## config.mk

```make
export PLATFORM = sky130hd
export DESIGN_NAME = if_stage
export DESIGN_NICKNAME = d
export VERILOG_FILES = /design/src/rtl/if_stage.sv
export SDC_FILE = /design/constraint.sdc
export NUM_CORES = 1
export LEC_CHECK = 0
export CAP_MARGIN = 20
export CORE_UTILIZATION = 46
export DETAILED_ROUTE_END_ITERATION = 7
export GPL_TIMING_DRIVEN = 1
export PLACE_DENSITY = 0.88
export SLEW_MARGIN = 20
export SYNTH_ARGS = -nofsm -noshare
export SYNTH_HDL_FRONTEND = slang
export SYNTH_SLANG_ARGS = --single-unit
```

## constraint.sdc

```tcl
create_clock -name clk -period 5.23 [get_ports clk]
set_input_delay 0.523 -clock clk [delete_from_list [all_inputs] [get_ports clk]]
set_output_delay 0.523 -clock clk [all_outputs]
set_load 0.01 [all_outputs]
```

## src/rtl/if_stage.sv

```systemverilog
// Instruction-fetch stage: owns the PC, issues word reads to instruction memory
// and presents {pc, instr, valid} on the IF/ID register, honouring stall and redirect.
module if_stage #(
  parameter logic [31:0] RESET_PC = 32'h0000_0060
) (
  input  logic        clk,
  input  logic        rst,
  input  logic        stall,
  input  logic        redirect,
  input  logic [31:0] redirect_pc,
  output logic        imem_read,
  output logic [31:0] imem_address,
  input  logic        imem_resp,
  input  logic [31:0] imem_rdata,
  output logic [31:0] IF_pc,
  output logic [31:0] IF_instr,
  output logic        IF_valid
);

  // state   | meaning
  // S_FETCH | read of r_pc outstanding
  // S_DROP  | squashed read still in flight; address frozen, r_pending_pc is next pc
  // S_HOLD  | fetched word parked in r_hold_instr while stalled, no read
  typedef enum logic [1:0] {
    S_FETCH = 2'd0,
    S_DROP  = 2'd1,
    S_HOLD  = 2'd2
  } state_t;

  localparam logic [31:0] NOP = 32'h0000_0013;

  state_t      r_state, w_state_nxt;
  logic [31:0] r_pc, w_pc_nxt;
  logic [31:0] r_pending_pc, w_pending_nxt;
  logic [31:0] r_hold_instr, w_hold_nxt;
  logic [31:0] r_if_pc, w_if_pc_nxt;
  logic [31:0] r_if_instr, w_if_instr_nxt;
  logic        r_if_valid, w_if_valid_nxt;

  logic [31:0] w_target;
  logic [31:0] w_pc_inc;
  logic        w_unused;

  assign w_target = {redirect_pc[31:2], 2'b00};
  assign w_pc_inc = r_pc + 32'd4;
  assign w_unused = &{1'b0, redirect_pc[1:0]};

  always_comb begin
    w_state_nxt    = r_state;
    w_pc_nxt       = r_pc;
    w_pending_nxt  = r_pending_pc;
    w_hold_nxt     = r_hold_instr;
    w_if_pc_nxt    = r_if_pc;
    w_if_instr_nxt = r_if_instr;
    w_if_valid_nxt = r_if_valid;
    case (r_state)
      S_FETCH: begin
        if (redirect) begin
          w_if_valid_nxt = 1'b0;
          if (imem_resp) begin
            w_pc_nxt = w_target;
          end else begin
            w_pending_nxt = w_target;
            w_state_nxt   = S_DROP;
          end
        end else if (imem_resp) begin
          if (!stall) begin
            w_if_pc_nxt    = r_pc;
            w_if_instr_nxt = imem_rdata;
            w_if_valid_nxt = 1'b1;
            w_pc_nxt       = w_pc_inc;
          end else begin
            w_hold_nxt  = imem_rdata;
            w_state_nxt = S_HOLD;
          end
        end else if (!stall) begin
          w_if_valid_nxt = 1'b0;
        end
      end
      S_DROP: begin
        w_if_valid_nxt = 1'b0;
        if (imem_resp) begin
          w_pc_nxt    = redirect ? w_target : r_pending_pc;
          w_state_nxt = S_FETCH;
        end else if (redirect) begin
          w_pending_nxt = w_target;
        end
      end
      S_HOLD: begin
        if (redirect) begin
          w_if_valid_nxt = 1'b0;
          w_pc_nxt       = w_target;
          w_state_nxt    = S_FETCH;
        end else if (!stall) begin
          w_if_pc_nxt    = r_pc;
          w_if_instr_nxt = r_hold_instr;
          w_if_valid_nxt = 1'b1;
          w_pc_nxt       = w_pc_inc;
          w_state_nxt    = S_FETCH;
        end
      end
      default: begin
        w_state_nxt = S_FETCH;
      end
    endcase
  end

  always_ff @(posedge clk or posedge rst) begin
    if (rst) begin
      r_state      <= S_FETCH;
      r_pc         <= RESET_PC;
      r_pending_pc <= 32'd0;
      r_hold_instr <= 32'd0;
      r_if_pc      <= 32'd0;
      r_if_instr   <= NOP;
      r_if_valid   <= 1'b0;
    end else begin
      r_state      <= w_state_nxt;
      r_pc         <= w_pc_nxt;
      r_pending_pc <= w_pending_nxt;
      r_hold_instr <= w_hold_nxt;
      r_if_pc      <= w_if_pc_nxt;
      r_if_instr   <= w_if_instr_nxt;
      r_if_valid   <= w_if_valid_nxt;
    end
  end

  // Reset withdraws the request combinationally so memory sees it drop at once.
  assign imem_read    = (r_state != S_HOLD) && !rst;
  assign imem_address = r_pc;
  assign IF_pc        = r_if_pc;
  assign IF_instr     = r_if_instr;
  assign IF_valid     = r_if_valid;

endmodule

```

# == Word-level counts from Yosys, hierarchy flattened ==
# Index checks and enable logic that the tools add are counted.
# Widths: inputs -> output; s select.
# totals
inputBits,69
reg_bits,163
output_inout_bits,98
word_cells,76
# op_classes
reduce_logical,13
add_sub_neg,1
n_mux,37
bitwise,1
eq_ne,17
# op_table
operator,count
$mux 32,19
$pmux 32 s2,3
$pmux 32 s3,1
$add 32x3->32 const B,1
$ne 2x2->1 const B,10
$mux 2,7
$ne 3x3->1 const B,4
$reduce_and 4->1,3
$pmux 2 s3,1
$reduce_and 6->1,1
$mux 1,5
$reduce_and 5->1,1
$ne 4x4->1 const B,1
$reduce_bool 2->1,2
$pmux 1 s3,1
$reduce_and 3->1,1
$reduce_bool 3->1,1
$eq 2x1->1 const B,1
$eq 2x2->1 const B,1
$logic_not 2->1,1
$reduce_and 2->1,1
$logic_and 1x1->1,1
$logic_not 1->1,1
$not 1->1,1

# == Logic depth before layout (Yosys ltp) ==
# logic_depth
ltp_word,5
depth_mapped,9
mapped_depth_nobuf,7

# == Worst setup path after synthesis ==
# OpenSTA, ideal clock, no wires.
# synth_timing
path_kind,reg-to-reg
from,reg r_state[0]
to,reg r_if_pc[0] (netlist: IF_pc[0])
arrival_time_ps,1902
required_time_ps,5105
path_stages_with_launch,9
path_slack_ps,3203
setup_time_ps,125
n_path_buf,3
cell_sequence,dfrtp_1 -> inv_1 -> ha_1 -> buf_2 -> mux2i_1 -> or3_1 -> buf_2 -> clkbuf_1 -> mux2_2
# synth_via
elab_chain_len,3
# synth_rtl
element,line_no,rtl
"start, declared",32,"state_t r_state, w_state_nxt;"
"start signal, assigned",118,r_state <= w_state_nxt;
$eq 2x2->1 / $logic_not 2->1 (equally long branches),56,case (r_state)
$ne 2x2->1 (no line) / $reduce_bool 2->1 (equally long branches),-,
$reduce_and 4->1 (no line),-,
"end signal, assigned",122,r_if_pc <= w_if_pc_nxt;
"end, declared",36,"logic [31:0] r_if_pc, w_if_pc_nxt;"
# Several ways; a longest one is shown, not always the timed one.
# A chain may end at the register's enable or synchronous reset.

# == Final worst setup path ==
# layout_timing
from,in redirect
to,reg r_pc[29] (netlist: imem_address[29])
# layout_via
elab_chain_len,3
# layout_rtl
element,line_no,rtl
"start, declared",9,"input logic redirect,"
$mux 32,-,
$mux 32,82,if (imem_resp) begin
$pmux 32 s3 (*),56,
"end signal, assigned",119,r_pc <= w_pc_nxt;
"end, declared",33,"logic [31:0] r_pc, w_pc_nxt;"
# Every way passes the cells marked *; elsewhere a longest branch is shown, timed or not. The select of a mux whose other input is x is not followed.

==> flow_summary.ini <==
[critical_path]
r2r_end = imem_address[29]
end_kind = register
crit_path_start_kind = input pin
timing.rr.start = r_state[1]
critPathMaxFanout = 24
r2r_slack_ns = 2.61
required_ns = 5.58
worstSetupPathType = input pin to register
r2r_cells = 9
crit_arrival_ns = 3.43

[min_path]
min_to = IF_instr[18]
holdPathStages = 2
hold_class = register to register
min-delay-start = IF_instr[18]

[route]
drc = 0
wl_mm = 19.1
wl_per_cell_um = 17.9
vias = 6073
first_pass_iters = 5
final_antenna_net_count = 0
first_iter_violations = 429
drt-vias-per-instance = 5.69

[synthesis]
ys.flop_type = dfrtp_1
synth_area_sq_um = 7630
synth_cells = 691
syn_nets = 765
ys_warn_count = 0
synth-async-reset-ratio = 1.00
syn_area_per_cell_sq_um = 11.0
synth_cell_types = 58
synth_seq_cells = 163
ys_seq_area_frac = 0.535
synth_edf_count = 0

[placed_design]
dp_hpwl_mm = 12.9
port_buffers = 164
gp_congestion = 0.899
placed_cell_area_sq_um = 9440

[global_route]
antenna_found_initial = 1
use_met2 = 0.380
met3_usage = 0.0660
use_met1 = 0.286
globalRouteOverflowTotal = 0
grt_pass1_wl_mm = 30.2
grt_max_degree = 103
grt_pass1_vias = 5995
busiest_layer = met2
grt_usage = 0.231

[layout]
final_area_sq_um = 9990
n_antenna_cell = 0
seq_area_sq_um = 4090
n_fill_cell = 1252
multiInputGateArea_sq_um = 3320
nets = 912
drive_above_1_share = 0.169
syn_to_final_growth_pct = 30.9

[clocking]
clock-sinks = 163
cts_setup_buffers = 0
cts_buffers = 17
holdBufCountCts = 0
clkTransAtPathRegs_ns = 0.06
cts_tree = done
clock_latency_ns = 0.43
clockRootBuffer = clkbuf_16
cts_resized = 0
cts-htree-levels = 4
clk_path_buf_depth = 2

[timing]
tightest_slew_ns = 1.06
maxSlewViolCount = 0
finalSetupViolCount = 0
relSlewSlack = 0.291
fin_crit_ns = 3.08
fin_tns_setup_ns = 0
rsz0062_at_grt = no
period_share = 0.590
finalHoldViolations = 0
finClkSkew_ns = 0.0107
max_clock_freq_ghz = 0.324

[floorplanning]
num_rows = 46
ioPinCount = 167
core-area_sq_um = 16100
die_h_um = 131
die_area_sq_um = 17100
start_util = 0.475
die_w_um = 131

[power_and_ir_drop]
power_leakage_nw = 4.13
peakVddDrop_uv = 329
power_density_nw_per_um2 = 590

[outcome]
outcome = completed

[flow_run]
cap_violations = 0
[layer usage]
| metal | vias up | routed length [um] |
|---|---|---|
| met5 | - | 9 |
| met4 | 2 | 410 |
| met3 | 35 | 1630 |
| met2 | 273 | 9140 |
| met1 | 2959 | 7960 |
| li1 | 2804 | - |
[power breakdown]
group / switching, mW / internal, mW
clock: 0.497 / 0.675
sequential: 0.486 / 1.87
combinational: 1.07 / 1.29
[cells by family after synthesis]
| family | count (synthesis) | share of synthesized area |
|---|---|---|
| adders and majority gates | 5 | 0.00819 |
| AOI/OAI and AO/OA | 174 | 0.139 |
| buffers and inverters | 59 | 0.0315 |
| and+or+nand+nor | 160 | 0.102 |
| muxes | 127 | 0.181 |
| xor gates and xnor gates | 3 | 0.00344 |
| DFF | 163 | 0.535 |
[cell usage after synthesis, drive strengths merged, types with 4 or more instances]
master	n	share of area
inv	12	0.0059
nand3	22	0.015
o21ai	71	0.047
nand4	10	0.0098
a2bb2oi	4	0.0046
mux2i	39	0.051
mux2	88	0.13
nor3	5	0.0039
o311ai	6	0.0069
a31oi	5	0.0041
o21a	6	0.0059
nor2	19	0.0097
nand2	76	0.038
buf	18	0.011
a41oi	4	0.0046
dfrtp	158	0.52
ha	5	0.0082
and3	5	0.0041
dfstp	5	0.017
nand2b	6	0.0049
o211ai	7	0.0069
clkbuf	28	0.014
or3	7	0.0057
a21oi	43	0.028
[how the worst max path moves through the flow]
stage,startpoint,cells past startpoint,endpoint
after floorplan,rst,1,IF_instr[10]
after global placement,redirect,6,imem_address[29]
after detailed placement,redirect,6,imem_address[29]
after CTS,redirect,6,imem_address[29]
after global routing,redirect,6,imem_address[29]
final,redirect,6,imem_address[29]
[placed cells by master (no fill, tap or decap), types with 7 or more instances in the layout]
| cell type | synthesis | final |
|---|---|---|
| o21ai_0 | 71 | 71 |
| clkdlybuf4s50_1 | 0 | 164 |
| mux2i_1 | 39 | 39 |
| inv_1 | 12 | 11 |
| a21oi_1 | 43 | 43 |
| nor2_1 | 18 | 18 |
| nand3_1 | 21 | 21 |
| nand2_1 | 75 | 75 |
| dfrtp_1 | 158 | 158 |
| o211ai_1 | 7 | 7 |
| nand4_1 | 8 | 8 |
| clkbuf_16 | 0 | 17 |
| mux2_2 | 88 | 88 |
| buf_4 | 1 | 10 |
[flip-flops by register name (all words and copies together), names as in the netlist]
| name | cells |
|---|---|
| IF_instr | 32 |
| IF_pc | 32 |
| imem_address | 32 |
| r_hold_instr | 32 |
| r_pending_pc | 32 |
| r_state | 2 |
| IF_valid | 1 |
[area by class of cell]
cell class	instances	share of cell area
well taps	216	0.0270
repair buffers	174	0.172
clock inverters	10	0.00851
inverters	13	0.00538
flip-flops and latches	163	0.409
clock buffers	22	0.0465
multi-input cells	469	0.332
[critical path, stage by stage]
cell             delay [ns]
clkdlybuf4s50_1        0.69
inv_1                  0.82
nand2_1                0.54
or4_1                  0.60
o22ai_1                0.12
o21bai_1               0.12
[per-stage QoR]
| stage | hold WS (ns) | setup WS (ns) | util | power [mW] | instances |
|---|---|---|---|---|---|
| after floorplan | 0.454 | 0.310 | - | 3.62 | 691 |
| after global placement | 0.461 | 1.79 | 0.588 | 4.63 | 1035 |
| after detailed placement | 0.469 | 1.74 | 0.588 | 4.74 | 1035 |
| after CTS | 0.482 | 2.17 | 0.622 | 5.92 | 1067 |
| after global routing | 0.506 | 1.94 | 0.622 | 6.27 | 1067 |
| final | 0.476 | 2.15 | 0.622 | 5.90 | 1067 |
Power figures use the tool's default switching activity.
